===== src/rtl/toy_bus_dtcm_tgt_node.sv =====
// DTCM target endpoint: ToyBus request -> 1-cycle-latency SRAM access -> in-order ack FIFO.
// Optional out-of-range address check enabled by defining TOY_BUS_DTCM_ADDR_CHK_EN (adds ack_err).
module toy_bus_dtcm_tgt_node #(
  parameter int ADDR_W    = 12,
  parameter int ACK_DEPTH = 3
) (
  input  logic              clk,
  input  logic              rst_n,
  input  logic              req_vld,
  output logic              req_rdy,
  input  logic [31:0]       req_addr,
  input  logic [31:0]       req_strb,
  input  logic [255:0]      req_data,
  input  logic              req_opcode,
  input  logic [3:0]        req_src_id,
  input  logic [3:0]        req_tgt_id,
  input  logic [9:0]        req_sideband,
  output logic              ack_vld,
  input  logic              ack_rdy,
  output logic              ack_opcode,
  output logic [255:0]      ack_data,
  output logic [9:0]        ack_sideband,
  output logic [3:0]        ack_src_id,
  output logic [3:0]        ack_tgt_id,
`ifdef TOY_BUS_DTCM_ADDR_CHK_EN
  output logic              ack_err,
`endif
  output logic              mem_en,
  output logic              mem_wen,
  output logic [ADDR_W-1:0] mem_addr,
  output logic [31:0]       mem_wmask,
  output logic [255:0]      mem_wdata,
  input  logic [255:0]      mem_rdata
);

  localparam int PW = (ACK_DEPTH > 1) ? $clog2(ACK_DEPTH) : 1;
  localparam int CW = $clog2(ACK_DEPTH + 1);

  typedef struct packed {
    logic         opcode;
    logic [255:0] data;
    logic [9:0]   sideband;
    logic [3:0]   src_id;
    logic [3:0]   tgt_id;
    logic         err;
  } ack_ent_t;

  function automatic logic [PW-1:0] ptr_inc(input logic [PW-1:0] p);
    ptr_inc = (p == PW'(ACK_DEPTH - 1)) ? {PW{1'b0}} : p + PW'(1);
  endfunction

  logic              s1_vld_q, s1_op_q, s1_err_q;
  logic [9:0]        s1_sb_q;
  logic [3:0]        s1_src_q, s1_tgt_q;
  ack_ent_t          fifo_q [ACK_DEPTH];
  logic [PW-1:0]     wr_ptr_q, rd_ptr_q;
  logic [CW-1:0]     fifo_cnt_q, fifo_cnt_d;
  logic [CW:0]       occ_s;
  logic              fire_s, in_rng_s, push_s, pop_s;
  ack_ent_t          push_ent_s, head_s;
  logic              unused_s;

  assign unused_s = ^{req_addr[4:0], req_addr[31:ADDR_W+5]};

  // Request acceptance and combinational SRAM drive (held at zero in reset)
  always_comb begin
    occ_s    = {1'b0, fifo_cnt_q} + {{CW{1'b0}}, s1_vld_q};
    req_rdy  = (occ_s < (CW+1)'(ACK_DEPTH));
    fire_s   = req_vld & req_rdy;
`ifdef TOY_BUS_DTCM_ADDR_CHK_EN
    in_rng_s = ~|req_addr[31:ADDR_W+5];
`else
    in_rng_s = 1'b1;
`endif
    mem_en    = rst_n & fire_s & in_rng_s & (~req_opcode | (|req_strb));
    mem_wen   = rst_n & fire_s & in_rng_s & req_opcode;
    mem_addr  = rst_n ? req_addr[ADDR_W+4:5] : {ADDR_W{1'b0}};
    mem_wmask = rst_n ? req_strb : 32'h0;
    mem_wdata = rst_n ? req_data : 256'h0;
  end

  // Stage s1: request attributes waiting for the SRAM read data
  always_ff @(posedge clk or negedge rst_n) begin
    if (!rst_n) begin
      s1_vld_q <= 1'b0;
      s1_op_q  <= 1'b0;
      s1_err_q <= 1'b0;
      s1_sb_q  <= 10'h0;
      s1_src_q <= 4'h0;
      s1_tgt_q <= 4'h0;
    end else begin
      s1_vld_q <= fire_s;
      if (fire_s) begin
        s1_op_q  <= req_opcode;
        s1_err_q <= ~in_rng_s;
        s1_sb_q  <= req_sideband;
        s1_src_q <= req_src_id;
        s1_tgt_q <= req_tgt_id;
      end else begin
        s1_op_q  <= s1_op_q;
        s1_err_q <= s1_err_q;
        s1_sb_q  <= s1_sb_q;
        s1_src_q <= s1_src_q;
        s1_tgt_q <= s1_tgt_q;
      end
    end
  end

  // Ack entry assembly, FIFO handshakes and head-entry output decode
  always_comb begin
    push_s              = s1_vld_q;
    pop_s               = ack_vld & ack_rdy;
    push_ent_s.opcode   = s1_op_q;
    push_ent_s.sideband = s1_sb_q;
    push_ent_s.src_id   = s1_tgt_q;
    push_ent_s.tgt_id   = s1_src_q;
    push_ent_s.err      = s1_err_q;
    if (s1_err_q) begin
      push_ent_s.data = {256{1'b1}};
    end else if (s1_op_q) begin
      push_ent_s.data = 256'h0;
    end else begin
      push_ent_s.data = mem_rdata;
    end
    case ({push_s, pop_s})
      2'b10:   fifo_cnt_d = fifo_cnt_q + CW'(1);
      2'b01:   fifo_cnt_d = fifo_cnt_q - CW'(1);
      default: fifo_cnt_d = fifo_cnt_q;
    endcase
    head_s       = fifo_q[rd_ptr_q];
    ack_vld      = (fifo_cnt_q != {CW{1'b0}});
    ack_opcode   = head_s.opcode;
    ack_data     = head_s.data;
    ack_sideband = head_s.sideband;
    ack_src_id   = head_s.src_id;
    ack_tgt_id   = head_s.tgt_id;
`ifdef TOY_BUS_DTCM_ADDR_CHK_EN
    ack_err      = head_s.err;
`endif
  end

  // Circular ack FIFO; s1 never finds it full because req_rdy counts s1 as occupied
  always_ff @(posedge clk or negedge rst_n) begin
    if (!rst_n) begin
      for (int i = 0; i < ACK_DEPTH; i++) fifo_q[i] <= '0;
      wr_ptr_q   <= {PW{1'b0}};
      rd_ptr_q   <= {PW{1'b0}};
      fifo_cnt_q <= {CW{1'b0}};
    end else begin
      if (push_s) begin
        fifo_q[wr_ptr_q] <= push_ent_s;
        wr_ptr_q         <= ptr_inc(wr_ptr_q);
      end else begin
        wr_ptr_q         <= wr_ptr_q;
      end
      if (pop_s) begin
        rd_ptr_q <= ptr_inc(rd_ptr_q);
      end else begin
        rd_ptr_q <= rd_ptr_q;
      end
      fifo_cnt_q <= fifo_cnt_d;
    end
  end

endmodule


===== config.mk =====
export PLATFORM = sky130hd
export DESIGN_NAME = toy_bus_dtcm_tgt_node
export DESIGN_NICKNAME = d
export VERILOG_FILES = /design/src/rtl/toy_bus_dtcm_tgt_node.sv
export SDC_FILE = /design/constraint.sdc
export NUM_CORES = 2
export LEC_CHECK = 0
export BUFFER_PORTS_ARGS = -buffer_cell sky130_fd_sc_hd__clkbuf_2
export CAP_MARGIN = 20
export CORE_AREA = 5 5 461 463
export DETAILED_ROUTE_END_ITERATION = 10
export DIE_AREA = 0 0 466 468
export PLACE_DENSITY = 0.48
export SLEW_MARGIN = 20
export SYNTH_ARGS = -nofsm -noshare
export SYNTH_HDL_FRONTEND = slang
export SYNTH_SLANG_ARGS = --single-unit

===== constraint.sdc =====
create_clock -name clk -period 3 [get_ports clk]
set_clock_uncertainty 0.2 [all_clocks]
set_input_delay 0.6 -clock clk [delete_from_list [all_inputs] [get_ports clk]]
set_output_delay 0.6 -clock clk [all_outputs]
set_load 0.005 [all_outputs]

# Yosys cells after proc, flatten, opt, wreduce, memory -nomap -nowiden
# Cells that the tools add are included.
dict set report word_totals {
  latchBits 0
  wordCells 65
  mem_count 0
  rom_bits 0
  inputBits 599
  ram_bits 0
  register_bits 854
  out_inout_bits 579
}
dict set report classes {
  shift 0
  n_div 0
  order_cmp 4
  eq_ne 4
  bitwise 9
  n_reduce_logical 4
  n_mul 0
  mux 13
  add_sub_neg 5
}
# operator count
set op_table {}
lappend op_table {{bitwise mux 828 bit} 1}
lappend op_table {{2-to-1 mux 276 bit} 3}
lappend op_table {{binary-select mux 276 bit (select 2 bit)} 1}
lappend op_table {{demux 276 bit (select 2 bit)} 1}
lappend op_table {{2-to-1 mux 256 bit} 2}
lappend op_table {{2-to-1 mux 32 bit} 1}
lappend op_table {{OR reduction 32 bit} 1}
lappend op_table {{2-to-1 mux 12 bit} 1}
lappend op_table {{adder 2 x 1 -> 2 bit (second input constant)} 3}
lappend op_table {{equality test 2 bit (second input constant)} 3}
lappend op_table {{>= comparator 3 bit (second input constant)} 2}
lappend op_table {{NOT 2 -> 3 bit} 2}
lappend op_table {{bitwise AND 1 bit} 5}
lappend op_table {{2-to-1 mux 2 bit} 2}
lappend op_table {{one-hot mux 2 bit (2 select lines)} 1}
lappend op_table {{nonzero test 2 bit} 2}
lappend op_table {{adder 2 x 1 -> 3 bit} 1}
lappend op_table {{< comparator 3 x 1 -> 1 bit (second input constant)} 1}
lappend op_table {{< comparator 3 x 2 -> 1 bit (second input constant)} 1}
lappend op_table {{equality test 2 x 1 -> 1 bit (second input constant)} 1}
lappend op_table {{subtractor 2 x 1 -> 2 bit (second input constant)} 1}
lappend op_table {{logical AND 1 bit} 1}
lappend op_table {{NOT 1 bit} 1}
lappend op_table {{OR 1 bit} 1}

# Longest topological paths before layout
dict set report depth {
  word_depth 6
  mapped_depth 8
}

# Worst setup path after synthesis
# Ideal clock, no wire load.
dict set report synth_timing {
  path_type {register to output}
  start {reg fifo_cnt_q[0]}
  end {out mem_en}
  setup_slack_ns 0.496
  path_buffers 2
  t_arrival_ns 1.704
  stages_incl_launch_ff 9
  cell_sequence {dfrtp_1 ha_1 ha_1 a21oi_1 and2_1 clkbuf_1 buf_4 nand2_1 a21oi_1}
}
dict set report synth_between {
  elab_chain_cells 5
}
# item line_no
set synth_rtl {}
lappend synth_rtl {{start: declaration} 57} ;# logic [CW-1:0] fifo_cnt_q, fifo_cnt_d;
lappend synth_rtl {{start signal: assignment} 148} ;# fifo_cnt_q <= {CW{1'b0}};
lappend synth_rtl {{start signal: assignment} 161} ;# fifo_cnt_q <= fifo_cnt_d;
lappend synth_rtl {{adder 2 x 1 -> 3 bit} 67} ;# occ_s = {1'b0, fifo_cnt_q} + {{CW{1'b0}}, s1_vld_q};
lappend synth_rtl {{< comparator 3 x 2 -> 1 bit} 68} ;# req_rdy = (occ_s < (CW+1)'(ACK_DEPTH));
lappend synth_rtl {{via req_rdy} 10} ;# output logic req_rdy,
lappend synth_rtl {{bitwise AND 1 bit} 69} ;# fire_s = req_vld & req_rdy;
lappend synth_rtl {{via fire_s} 59} ;# logic fire_s, in_rng_s, push_s, pop_s;
lappend synth_rtl {{bitwise AND 1 bit (2 in series)} 75} ;# mem_en = rst_n & fire_s & in_rng_s & (~req_opcode | (|req_strb));
lappend synth_rtl {{end: declaration} 28} ;# output logic mem_en,
# The timed path passes the listed nets, and every way through them passes these cells.

# Final worst setup path
dict set report layout_timing {
  start {reg rd_ptr_q[0]}
  end {out ack_data[0]}
}
dict set report layout_between {
  elab_chain_cells 4
}
# item line_no
set layout_rtl {}
lappend layout_rtl {{start: declaration} 56} ;# logic [PW-1:0] wr_ptr_q, rd_ptr_q;
lappend layout_rtl {{start signal: assignment} 147} ;# rd_ptr_q <= {PW{1'b0}};
lappend layout_rtl {{start signal: assignment} 157} ;# rd_ptr_q <= ptr_inc(rd_ptr_q);
lappend layout_rtl {{start signal: assignment} 159} ;# rd_ptr_q <= rd_ptr_q;
lappend layout_rtl {{NOT 2 -> 3 bit (not written as such)} 130} ;# head_s = fifo_q[rd_ptr_q];
lappend layout_rtl {{binary-select mux 276 bit (select 2 bit)} 130}
lappend layout_rtl {{2-to-1 mux 276 bit (not written as such) (2 in series)} 130}
lappend layout_rtl {{end: declaration} 21} ;# output logic [255:0] ack_data,
# Every way passes these cells. The select of a mux whose other input is x is not followed.

==> out/results.txt <==
Outcome: finished, violations left
Failing checks: negative setup slack
Post-DR vias/cell: 4.187
GRT Overall Usage: 16.14%
RSZ-0062 raised after global routing: yes
Io pins: 1178
Max Freq: 308.5 MHz
Fill cells: 22070
Num CTS Buffers: 102
Total Wirelength: 190700 um
Tcrit/Tclk final: 108.1%
Clk network pwr share: 20.9%
LEAKAGE: 28.20 nW
Synth top area share: 54.13%
Global route hottest layer: met2
Sw power: 23.90 mW
Syn-to-layout area delta: 51.17%
M1 GR Usage: 19.74%
Slew Viols, Final: 0
Combinational Power Share: 47.1%
Reg area: 21310 sq um
Final nets: 6296
Layout cells sized above 1: 33.77%
Hpwl dp: 132200 um
Sequential share of power: 32.1%
# setup viols final: 278
Die Width: 466 um
Seq cells post-synth: 851
CTS tree: built
Worst-path cell chain: buf_6 -> buf_6 -> buf_4 -> mux2i_1 -> o21ai_2 -> clkbuf_8
Worst-Margin Slew: 887.9 ps
Via count: 36000
First-pass DRT Iterations: 5
Netlist cell types: 32
Worst path bufs/invs: 4
CORE AREA: 208300 sq um
# DRC: 0
PwrDens: 1022 nW/um^2
Gp weighted congestion: 0.9842
CP Launch Type: flip-flop
Slowest stage delay, CP: 530 ps
Switching share of power: 39.30%
Maxcap violations: 0
Die Area: 218100 sq um
H-tree depth: 3
Syn Area/Cell: 9.330 sq um
Post-synthesis cell area: 39340 sq um
Final Total Pwr: 60.81 mW
Initial Util: 18.89%
Worst path most repeated cell: buf_6
Int Pwr: 36.91 mW
Global-route wire length before repair: 260600 um
Min Tclk post-route: 3242 ps
Ranking of synthesized cells by area: dfrtp_1, o21ai_0, nand2_1, mux2i_1, and2_1
Arrival time at the worst endpoint: 2440 ps
Crit path max-delay family: buffers and inverters
Synth Warn #: 0
Die Y: 468 um
Clock Root Buffer: clkbuf_16
Largest net degree at the start of global routing: 130
Max Root-Sink Buffers: 3
Clk Latency, worst-skew pair: 730 ps
Sequential fraction of the synthesis area: 54.13%
Vias in the first global route: 36050
DR WL/cell: 22.18 um
Cell accounting for the most synthesized area: dfrtp_1
Mapped Nets: 4819
GR Util met3: 4.123%
Worst VDD drop: 0.5227 mV
Crit Path Class: flip-flop to primary output
Fin. Hold Viols: 0
CTS Sinks: 851
Syn Inst Count: 4217
IO Port Bufs: 1157
Multi-input gate area: 17790 sq um
Iteration-0 DRC count of the detailed router: 2261
Max transition margin: 40.81%
Met2 Resource Use GR: 27.73%
CP Max Fanout: 5
CP max-delay cell: dfrtp_4
Final worst slack: -241.8 ps
Congestion Overflow GR: 0
Worst hold path class: primary input to async pin
Antenna-violating nets left: 0
Final design utilization: 28.55%
Rows: 168
Clock transition at path regs: 50 ps
Initial antenna violation count: 54
WP data required: 2200 ps
Setup crit end kind: primary output
path summary, 6_finish.rpt:
check | start | endpoint | slack, ps | cells past startpoint
hold reg to reg | fifo_q[517] | fifo_q[517] | 270 | 2
max in group asynchronous | rst_n | fifo_q[535] | 790 | 5
min in group clk | mem_rdata[165] | fifo_q[736] | 90 | 3
setup / recovery | rd_ptr_q[0] | ack_data[0] | -240 | 6
hold / removal | rst_n | fifo_q[689] | 40 | 2
setup reg to reg | push_s | s1_src_q[1] | 630 | 7
metal layers:
metal / vias to the layer above / routed length [um]
met1: 17610 / 78960
met3: 289 / 11320
li1: 17010 / -
met4: 14 / 6568
met5: - / 95
met2: 1077 / 93770
final cells by class:
cell class	count	share of cell area (%)
sequential	851	35.82
multi-input combinational	3029	29.91
timing repair buffer	1706	22.47
tap	2805	5.901
clock buffer	154	5.093
clock inverter	28	0.7005
antenna	20	0.08415
inverter	4	0.02524
worst reg2reg max path, delay by kind of cell, from the launching register on:
kind | cells | cell delay, ps
multiplexers | 1 | 410
AND/OR/NAND/NOR | 1 | 200
AO/OA/AOI/OAI | 1 | 190
buffers and inverters | 2 | 420
adder cells (fa/ha/maj) | 2 | 450
flip-flops | 1 | 380
cells in the final DEF (no fill, tap or decap), types with 6 or more instances in the layout:
master	netlist	routed
and2_1	301	300
buf_12	0	70
buf_16	0	42
buf_2	121	131
buf_4	7	104
buf_6	13	65
buf_8	0	12
bufinv_16	0	6
clkbuf_1	184	25
clkbuf_16	0	130
clkbuf_2	0	972
clkbuf_8	0	32
clkinv_2	0	13
dfrtp_1	851	848
diode_2	0	20
dlygate4sd3_1	0	271
mux2_2	67	67
mux2_4	9	9
mux2i_1	275	241
mux2i_2	0	31
nand2_1	1048	939
nand2_2	0	60
nand2_4	0	49
nand2b_1	256	256
nor4_1	7	7
o21ai_0	1032	820
o21ai_1	14	103
o21ai_2	0	112
o21ai_4	0	11
cells in the mapped netlist:
master    count
a21o_1        1
nor4b_1       1
clkbuf_1    184
o21ai_1      14
o21ai_0    1032
nor4_1        7
buf_6        13
a21oi_1       2
nor2_1        1
nand3_4       1
xnor2_1       2
ha_1          3
mux2_4        9
nand2_1    1048
xor2_1        1
nor3_1        1
buf_2       121
inv_2         2
buf_4         7
and2_1      301
nand2b_1    256
or2_2         1
nand4_1       1
inv_1         2
mux2_2       67
dfrtp_1     851
nor2b_1       1
buf_1         8
and3_1        1
mux2i_1     275
or4_1         1
nand3_2       2
power by group through the flow:
| stage | combinational (mW) | clock [mW] | sequential (mW) |
|---|---|---|---|
| after global placement | 21.9 | 0 | 19.2 |
| after floorplan | 12.4 | 0 | 18.6 |
| after global routing | 31.1 | 13.5 | 20.2 |
| after CTS | 25.7 | 13.1 | 19.3 |
| after detailed placement | 22.2 | 0 | 19.4 |
| final | 28.6 | 12.7 | 19.5 |
flip-flops by register name, indices dropped and copies added (netlist names):
signal and count:
fifo_q 825, s1_sb_q 10, s1_src_q 4, s1_tgt_q 4, fifo_cnt_q 2, rd_ptr_q 2
wr_ptr_q 2, push_s 1, s1_op_q 1
per-stage QoR:
step | cell area [sq um] | setup TNS [ps] | worst slack [ps] | hold WS [ps] | std cells
2_1_floorplan | 39340 | 0 | 496.0 | 104.4 | 4217
3_3_place_gp | 48930 | 0 | 24.96 | 260.0 | 7989
3_5_place_dp | 48930 | 0 | 30.10 | 268.7 | 7989
4_1_cts | 57110 | -64080 | -361.8 | 10.71 | 8520
5_1_grt | 59460 | -62060 | -328.7 | 39.84 | 8591
6_report | 59480 | -28760 | -241.8 | 35.59 | 8597
cells by family (layout without fill, tap and decap cells):
kind of cell,count (synthesis),in the layout,share of synthesized area [%]
other,0,20,0
AND/OR/NAND/NOR,1623,1623,19.19
XOR/XNOR,3,3,0.06680
multiplexers,351,351,9.257
flip-flops,851,851,54.13
AO/OA/AOI/OAI,1049,1049,13.35
buffers and inverters,337,1892,3.915
adder cells (fa/ha/maj),3,3,0.09541
what timing repair did:
| action | CTS | global route |
|---|---|---|
| hold buffers | 272 | 0 |
| hold endpoints to repair | 857 | 0 |
| pin swaps | 30 | 55 |
| gates cloned | 30 | 37 |
| endpoints found under the setup margin | 278 | 285 |
| buffers inserted | 48 | 33 |
| resized for setup | 282 | 663 |
Power figures use the tool's default switching activity.
